### src/rtl/jtframe_joyser_pkg.sv
// jtframe_joyser_pkg: FSM states and phase timing shared by the joystick scanner files
package jtframe_joyser_pkg;
  typedef enum logic [2:0] {S_LOAD, S_SHIFT_LO, S_SHIFT_HI, S_SETTLE, S_PUBLISH} state_e;
  localparam int LOAD_TICKS = 2;
  localparam int SETTLE_TICKS = 4;
endpackage

### src/rtl/jtframe_joyser_deb.sv
// jtframe_joyser_deb: per-bit two-frame agreement filter; a bit follows d_i only when it matches the previous frame
module jtframe_joyser_deb #(
  parameter int W = 32
) (
  input  logic         clk,
  input  logic         rst_n,
  input  logic         en_i,
  input  logic [W-1:0] d_i,
  input  logic [W-1:0] cur_i,
  output logic [W-1:0] q_o
);
  logic [W-1:0] prev_q, diff;
  assign diff = d_i ^ prev_q;
  assign q_o = (d_i & ~diff) | (cur_i & diff);
  always_ff @(posedge clk or negedge rst_n)
    if (!rst_n) prev_q <= '1;
    else if (en_i) prev_q <= d_i;
endmodule

### src/rtl/jtframe_joyser.sv
// jtframe_joyser: two-phase serial scanner for 74HC165 joystick chains with OSD masking.
// Define JTFRAME_JOYSER_DEBOUNCE_EN to require two agreeing frames before a bit is published.
module jtframe_joyser
  import jtframe_joyser_pkg::*;
#(
  parameter int NJOY = 2,
  parameter int NBIT = 8,
  parameter int DIV  = 4
) (
  input  logic                 clk,
  input  logic                 rst_n,
  input  logic                 joy_data,
  output logic                 joy_clk,
  output logic                 joy_load,
  output logic                 joy_sel,
  input  logic                 intercept,
  output logic [NJOY*NBIT-1:0] joy_hi,
  output logic [NJOY*NBIT-1:0] joy_lo,
  output logic [NJOY*NBIT-1:0] osd_hi,
  output logic [NJOY*NBIT-1:0] osd_lo,
  output logic                 frame_done
);
  localparam int NW = NJOY * NBIT;
  localparam int TW = DIV > 1 ? $clog2(DIV) : 1;
  localparam int CW = $clog2(NW) + 1;
  state_e st_q, st_d;
  logic [TW-1:0] tc_q;
  logic [CW-1:0] cnt_q, cnt_d;
  logic phase_q, phase_d, sel_q, sel_d, load_q, tick, go_pub;
  logic [NW-1:0] sh_hi_q, sh_hi_d, sh_lo_q, sh_lo_d, osd_hi_q, osd_lo_q;
  logic [2*NW-1:0] osd_nx;
  assign tick = tc_q == TW'(DIV - 1);
  always_comb begin
    st_d = st_q;
    cnt_d = cnt_q;
    phase_d = phase_q;
    sel_d = sel_q;
    sh_hi_d = sh_hi_q;
    sh_lo_d = sh_lo_q;
    go_pub = 1'b0;
    case (st_q)
      S_LOAD: if (tick) begin
        cnt_d = cnt_q == CW'(LOAD_TICKS - 1) ? '0 : cnt_q + CW'(1);
        st_d = cnt_q == CW'(LOAD_TICKS - 1) ? S_SHIFT_LO : S_LOAD;
      end
      S_SHIFT_LO: if (tick) begin
        st_d = S_SHIFT_HI;
        sh_hi_d = phase_q ? {sh_hi_q[NW-2:0], joy_data} : sh_hi_q;
        sh_lo_d = phase_q ? sh_lo_q : {sh_lo_q[NW-2:0], joy_data};
      end
      S_SHIFT_HI: if (tick) begin
        cnt_d = cnt_q == CW'(NW - 1) ? '0 : cnt_q + CW'(1);
        st_d = cnt_q == CW'(NW - 1) ? S_SETTLE : S_SHIFT_LO;
        sel_d = cnt_q == CW'(NW - 1) ? 1'b0 : sel_q;
      end
      S_SETTLE: if (tick) begin
        cnt_d = cnt_q == CW'(SETTLE_TICKS - 1) ? '0 : cnt_q + CW'(1);
        if (cnt_q == CW'(SETTLE_TICKS - 1)) begin
          st_d = phase_q ? S_LOAD : S_PUBLISH;
          go_pub = !phase_q;
          phase_d = 1'b0;
        end
      end
      S_PUBLISH: begin
        // a tick landing here (DIV=1) counts toward LOAD so the frame length stays exact
        st_d = S_LOAD;
        sel_d = 1'b1;
        phase_d = 1'b1;
        cnt_d = tick ? CW'(1) : '0;
      end
      default: st_d = S_LOAD;
    endcase
  end
`ifdef JTFRAME_JOYSER_DEBOUNCE_EN
  jtframe_joyser_deb #(.W(2 * NW)) u_deb (
    .clk  (clk),
    .rst_n(rst_n),
    .en_i (go_pub),
    .d_i  ({sh_hi_q, sh_lo_q}),
    .cur_i({osd_hi_q, osd_lo_q}),
    .q_o  (osd_nx)
  );
`else
  assign osd_nx = {sh_hi_q, sh_lo_q};
`endif
  always_ff @(posedge clk or negedge rst_n)
    if (!rst_n) begin
      tc_q <= '0;
      st_q <= S_LOAD;
      cnt_q <= '0;
      phase_q <= 1'b1;
      sel_q <= 1'b1;
      load_q <= 1'b1;
      sh_hi_q <= '1;
      sh_lo_q <= '1;
      osd_hi_q <= '1;
      osd_lo_q <= '1;
    end else begin
      tc_q <= tick ? '0 : tc_q + TW'(1);
      st_q <= st_d;
      cnt_q <= cnt_d;
      phase_q <= phase_d;
      sel_q <= sel_d;
      load_q <= st_d != S_LOAD;
      sh_hi_q <= sh_hi_d;
      sh_lo_q <= sh_lo_d;
      if (go_pub) {osd_hi_q, osd_lo_q} <= osd_nx;
    end
  assign joy_clk = st_q == S_SHIFT_HI;
  assign joy_load = load_q;
  assign joy_sel = sel_q;
  assign frame_done = st_q == S_PUBLISH;
  assign osd_hi = osd_hi_q;
  assign osd_lo = osd_lo_q;
  assign joy_hi = intercept ? '1 : osd_hi_q;
  assign joy_lo = intercept ? '1 : osd_lo_q;
endmodule

### config.mk
export PLATFORM = sky130hd
export DESIGN_NAME = jtframe_joyser
export DESIGN_NICKNAME = d
export VERILOG_FILES = /design/src/rtl/jtframe_joyser_pkg.sv /design/src/rtl/jtframe_joyser_deb.sv /design/src/rtl/jtframe_joyser.sv
export SDC_FILE = /design/constraint.sdc
export NUM_CORES = 1
export LEC_CHECK = 0
export ABC_AREA = 1
export CORE_MARGIN = 2
export CORE_UTILIZATION = 55
export DETAILED_ROUTE_END_ITERATION = 6
export HOLD_SLACK_MARGIN = 0.12
export MAX_ROUTING_LAYER = met4
export PLACE_DENSITY = 0.95
export SLEW_MARGIN = 20
export SYNTH_ARGS = -nofsm -noshare
export SYNTH_HDL_FRONTEND = slang
export SYNTH_HIERARCHICAL = 1
export SYNTH_SLANG_ARGS = --single-unit
### constraint.sdc
create_clock -name clk -period 4.5 [get_ports clk]
set_clock_uncertainty 0.15 [all_clocks]
set_input_delay 0.9 -clock clk [delete_from_list [all_inputs] [get_ports clk]]
set_output_delay 0.9 -clock clk [all_outputs]
set_load 0.005 [all_outputs]
== Yosys cells after proc, flatten, opt, wreduce, memory -nomap -nowiden ==
Index checks and enable logic that the tools add are counted.
Cells by class
  add/subtract/negate cells: 2
  multiply operators: 0
  divide/modulo/power cells: 0
  order comparisons: 0
  equal/unequal tests: 13
  shifts and indexed selects: 0
  muxes and demuxes: 29
  bitwise logic cells: 1
  reduce and logical (&&, ||, !) cells: 11
Operators with widths (count)
  16-bit two-way mux: 2
  5-bit two-way mux: 6
  5-bit case mux with 4 select lines: 1
  3-bit two-way mux: 6
  3-bit case mux with 4 select lines: 1
  3-bit AND reduction: 4
  1-bit two-way mux: 9
  3-bit by 2-bit == test with 1-bit output, second input constant: 2
  2-bit != test, second input constant: 3
  5-bit by 1-bit adder with 5-bit output, second input constant: 1
  5-bit by 1-bit == test with 1-bit output, second input constant: 1
  5-bit by 2-bit == test with 1-bit output, second input constant: 1
  5-bit by 4-bit == test with 1-bit output, second input constant: 1
  2-bit two-way mux: 2
  2-bit by 1-bit != test with 1-bit output, second input constant: 2
  1-bit case mux with 2 select lines: 2
  4-bit AND reduction: 1
  2-bit nonzero test: 2
  4-bit nonzero test: 1
  3-bit by 1-bit == test with 1-bit output, second input constant: 1
  3-bit == test, second input constant: 1
  3-bit logical NOT: 1
  3-bit nonzero test: 1
  2-bit by 1-bit adder with 2-bit output, second input constant: 1
  other kinds (3): 3
Word-level totals
  bits in registers: 77
  latch bits: 0
  bits in writable memories: 0
  bits in read-only memories: 0
  input port bits: 4
  output and inout bits: 68
  word-level logic and storage cells: 66
  memories: 0

== Depth between registers and ports, before layout ==
  word-level depth: 5
  mapped depth: 11
  depth with buffers taken out: 11

== Worst setup path after synthesis ==
OpenSTA, ideal clock, no wires.
  path type: input -> output
  from: input intercept
  to: output joy_hi[0]
  arrival: 1.334 ns
  setup slack: 2.116 ns
  cell stages on the path: 2
  cell sequence: clkbuf_1 or2_2
On the way
  longest elaborated chain between the ends: 1
Ends and longest elaborated chain
  start: declaration: line jtframe_joyser.sv:16  | input logic intercept,
  16-bit two-way mux: line jtframe_joyser.sv:115  | assign joy_hi = intercept ? '1 : osd_hi_q;
  end: declaration: line jtframe_joyser.sv:17  | output logic [NJOY*NBIT-1:0] joy_hi,
Every way passes these cells.

== Worst setup path in the final report ==
  from: input intercept
  to: output joy_lo[12]
On the way
  longest elaborated chain between the ends: 1
Ends and longest elaborated chain
  16-bit two-way mux: line jtframe_joyser.sv:116  | assign joy_lo = intercept ? '1 : osd_lo_q;
  end: declaration: line jtframe_joyser.sv:18  | output logic [NJOY*NBIT-1:0] joy_lo,
Every way passes these cells.

==> run_results.csv <==
group,metric,value,unit
run_status,status,"finished, final reports clean",
pwr,peakVddDrop,0.353,mV
worst_setup_path,endpoint_kind,"primary output",
cells_and_area,n_antenna_cell,0,
run,drv_cap,0,
cells_and_area,final_nets,462,
synth,synthesis.nets,395,
cells_and_area,drive_above_1_share,31.7,%
detailed_routing,drtIter0Drc,204,
synth,synth_cell_type_count,23,
cells_and_area,n_fill_cell,486,
timing,rsz0062_at_grt,"false",
timing,relSlewSlack,40.3,%
pwr,p_total,1.28,mW
detailed_routing,drc_errors,0,
synth,yosys_warnings,6,
detailed_routing,drt_wl_total,7220,um
grt,grt_max_degree,78,
clocking,cts_sinks,77,
timing,max_clock_freq,261,MHz
floorplanning,dieArea,7130,um^2
synth,synth_area,3560,um^2
floorplanning,pin_count,72,
placed_design,gp_congestion,0.823,
synth,synth-seq-area-share,56.5,%
grt,globalRouteOverflowTotal,0,
pwr,power_density,288,nW/um^2
synth,syn_inst,386,
cells_and_area,finish.utilization,70.6,%
floorplanning,rows,29,
grt,grtUsageTotal,21.9,%
worst_setup_path,crit_fanout,32,
floorplanning,die-height,84.4,um
synth,synth-seq-cells,77,
floorplanning,initial_core_util,56.4,%
synth,yosysTopAreaCell,"dfstp_2",
timing,hold_viol_final,0,
worst_setup_path,cp.arrival,2780,ps
clocking,clk_latency,340,ps
grt,grt_pass1_wl,12100,um
detailed_routing,wl_per_cell,13.5,um
pwr,p_leak,1.85,nW
worst_setup_path,worst_setup_path_start_kind,"input pin",
timing,slew_violations,0,
floorplanning,die_x,84.4,um
synth,avgSynthCellArea,9.22,um^2
worst_setup_path,worst-setup-path-type,"input pin to primary output",
grt,grt_pass1_vias,2645,
placed_design,io_buffers,71,
clocking,cts.repair.resized,0,
synth,async_flop_share,100,%
placed_design,hpwl,4880,um
floorplanning,core-area,6310,um^2
clocking,clk_pin_slew,80,ps
detailed_routing,vias,2708,
synth,synth_most_common_cell,"nand2_1",
timing,timing.final.crit_share,85.2,%
clocking,root_buffer,"clkbuf_8",
cells_and_area,area_delta_synth_final,25.3,%
timing,worst_slew_pin_slew,895,ps
clocking,clockBufferDepth,2,
detailed_routing,via_per_inst,5.06,
clocking,htreeDepth,3,
clocking,numCtsBuffers,9,
synth,synth_commonest_cells,"nand2_1 (103), dfstp_2 (67), inv_1 (50)",
detailed_routing,firstDrtPassIters,4,
worst_setup_path,required,3450,ps
synth,synth_ff_type,"dfstp_2",
timing,setup_viol,0,
timing,final.setup.tns,0,ps
clocking,post_cts_buffers,0,
synth,synth_edf_count,0,
clocking,cts_tree,"done",
worst_hold_path,hp-class,"register to register",
timing,fin_crit,3830,ps
detailed_routing,antenna_left,0,
synth,synth.top_cell.area_share,49.5,%
clocking,ctsHoldBuffers,0,
grt,antenna_found_initial,0,
synth,synth_area_leaders,"dfstp_2 (49%), nand2_1 (11%), dfrtp_1 (7.0%)",
layer usage:
layer  GRT usage, %  wire length [um]
met3           3.34               252
met5              -                 0
met2           37.7              3960
met1           25.8              2890
met4           8.66               124
power by group:
group / internal, mW / leakage (nW) / switching (mW) / total [mW]
combinational: 0.0368 / 0.927 / 0.0287 / 0.0655
sequential: 0.699 / 0.812 / 0.00142 / 0.700
clock: 0.265 / 0.108 / 0.253 / 0.518
total: 1.00 / 1.85 / 0.283 / 1.28
cell families (layout without fill, tap and decap cells):
| family | Yosys count | after routing | synth area share [%] |
|---|---|---|---|
| compound gates | 69 | 69 | 11.8 |
| xor+xnor | 2 | 2 | 0.492 |
| fa+ha+maj | 5 | 5 | 1.76 |
| buf+inv | 66 | 138 | 8.44 |
| flops | 77 | 77 | 56.5 |
| simple gates | 167 | 167 | 21.0 |
path summary, 6_finish.rpt:
path / from / end / slack, ps / cells past startpoint
worst min-delay path: tc_q[0] / tc_q[0] / 280 / 1
worst max-delay path: intercept / joy_lo[12] / 670 / 3
max in group asynchronous: rst_n / st_q[2] / 3100 / 1
min in group asynchronous: rst_n / tc_q[0] / 540 / 1
worst min register to register: tc_q[0] / tc_q[0] / 280 / 1
worst max register to register: cnt_q[0] / osd_lo[15] / 2380 / 9
worst max-delay path, stage by stage:
cell	delay, ps
clkdlybuf4s50_1	870
or2_2	520
clkdlybuf4s50_1	480
sequential cells by signal (all words and copies together) (netlist names):
name      flops
st_q          3
sh_lo_q      16
sh_hi_q      16
tc_q          2
cnt_q         5
joy_load      1
osd_hi       16
joy_sel       1
osd_lo       16
phase_q       1
layout by cell type (no fill, tap or decap), drive strengths merged:
cell	n
nand2	108
ha	5
inv	52
dfrtp	10
buf	1
a21oi	3
clkinv	3
nor2	17
o21ai	66
or2	32
nand3	7
nor3	3
clkbuf	12
xor2	2
clkdlybuf4s50	70
dfstp	67
per-stage QoR:
stage	hold WS, ps	area (um^2)	worst slack (ps)	std cells
2_1_floorplan	253	3560	2120	386
3_3_place_gp	263	4250	705	519
3_5_place_dp	272	4250	593	519
4_1_cts	284	4460	594	535
5_1_grt	289	4460	542	535
6_report	277	4460	668	535
layout make-up:
| class | count | area [um^2] | area share (%) |
|---|---|---|---|
| multi-input cells | 243 | 1250 | 28.0 |
| well taps | 77 | 96.3 | 2.16 |
| clock buffers | 12 | 176 | 3.96 |
| inverters | 51 | 191 | 4.29 |
| clock inverters | 4 | 27.5 | 0.617 |
| repair buffers | 71 | 708 | 15.9 |
| flip-flops and latches | 77 | 2010 | 45.1 |
(Power assumes the default switching activity.)
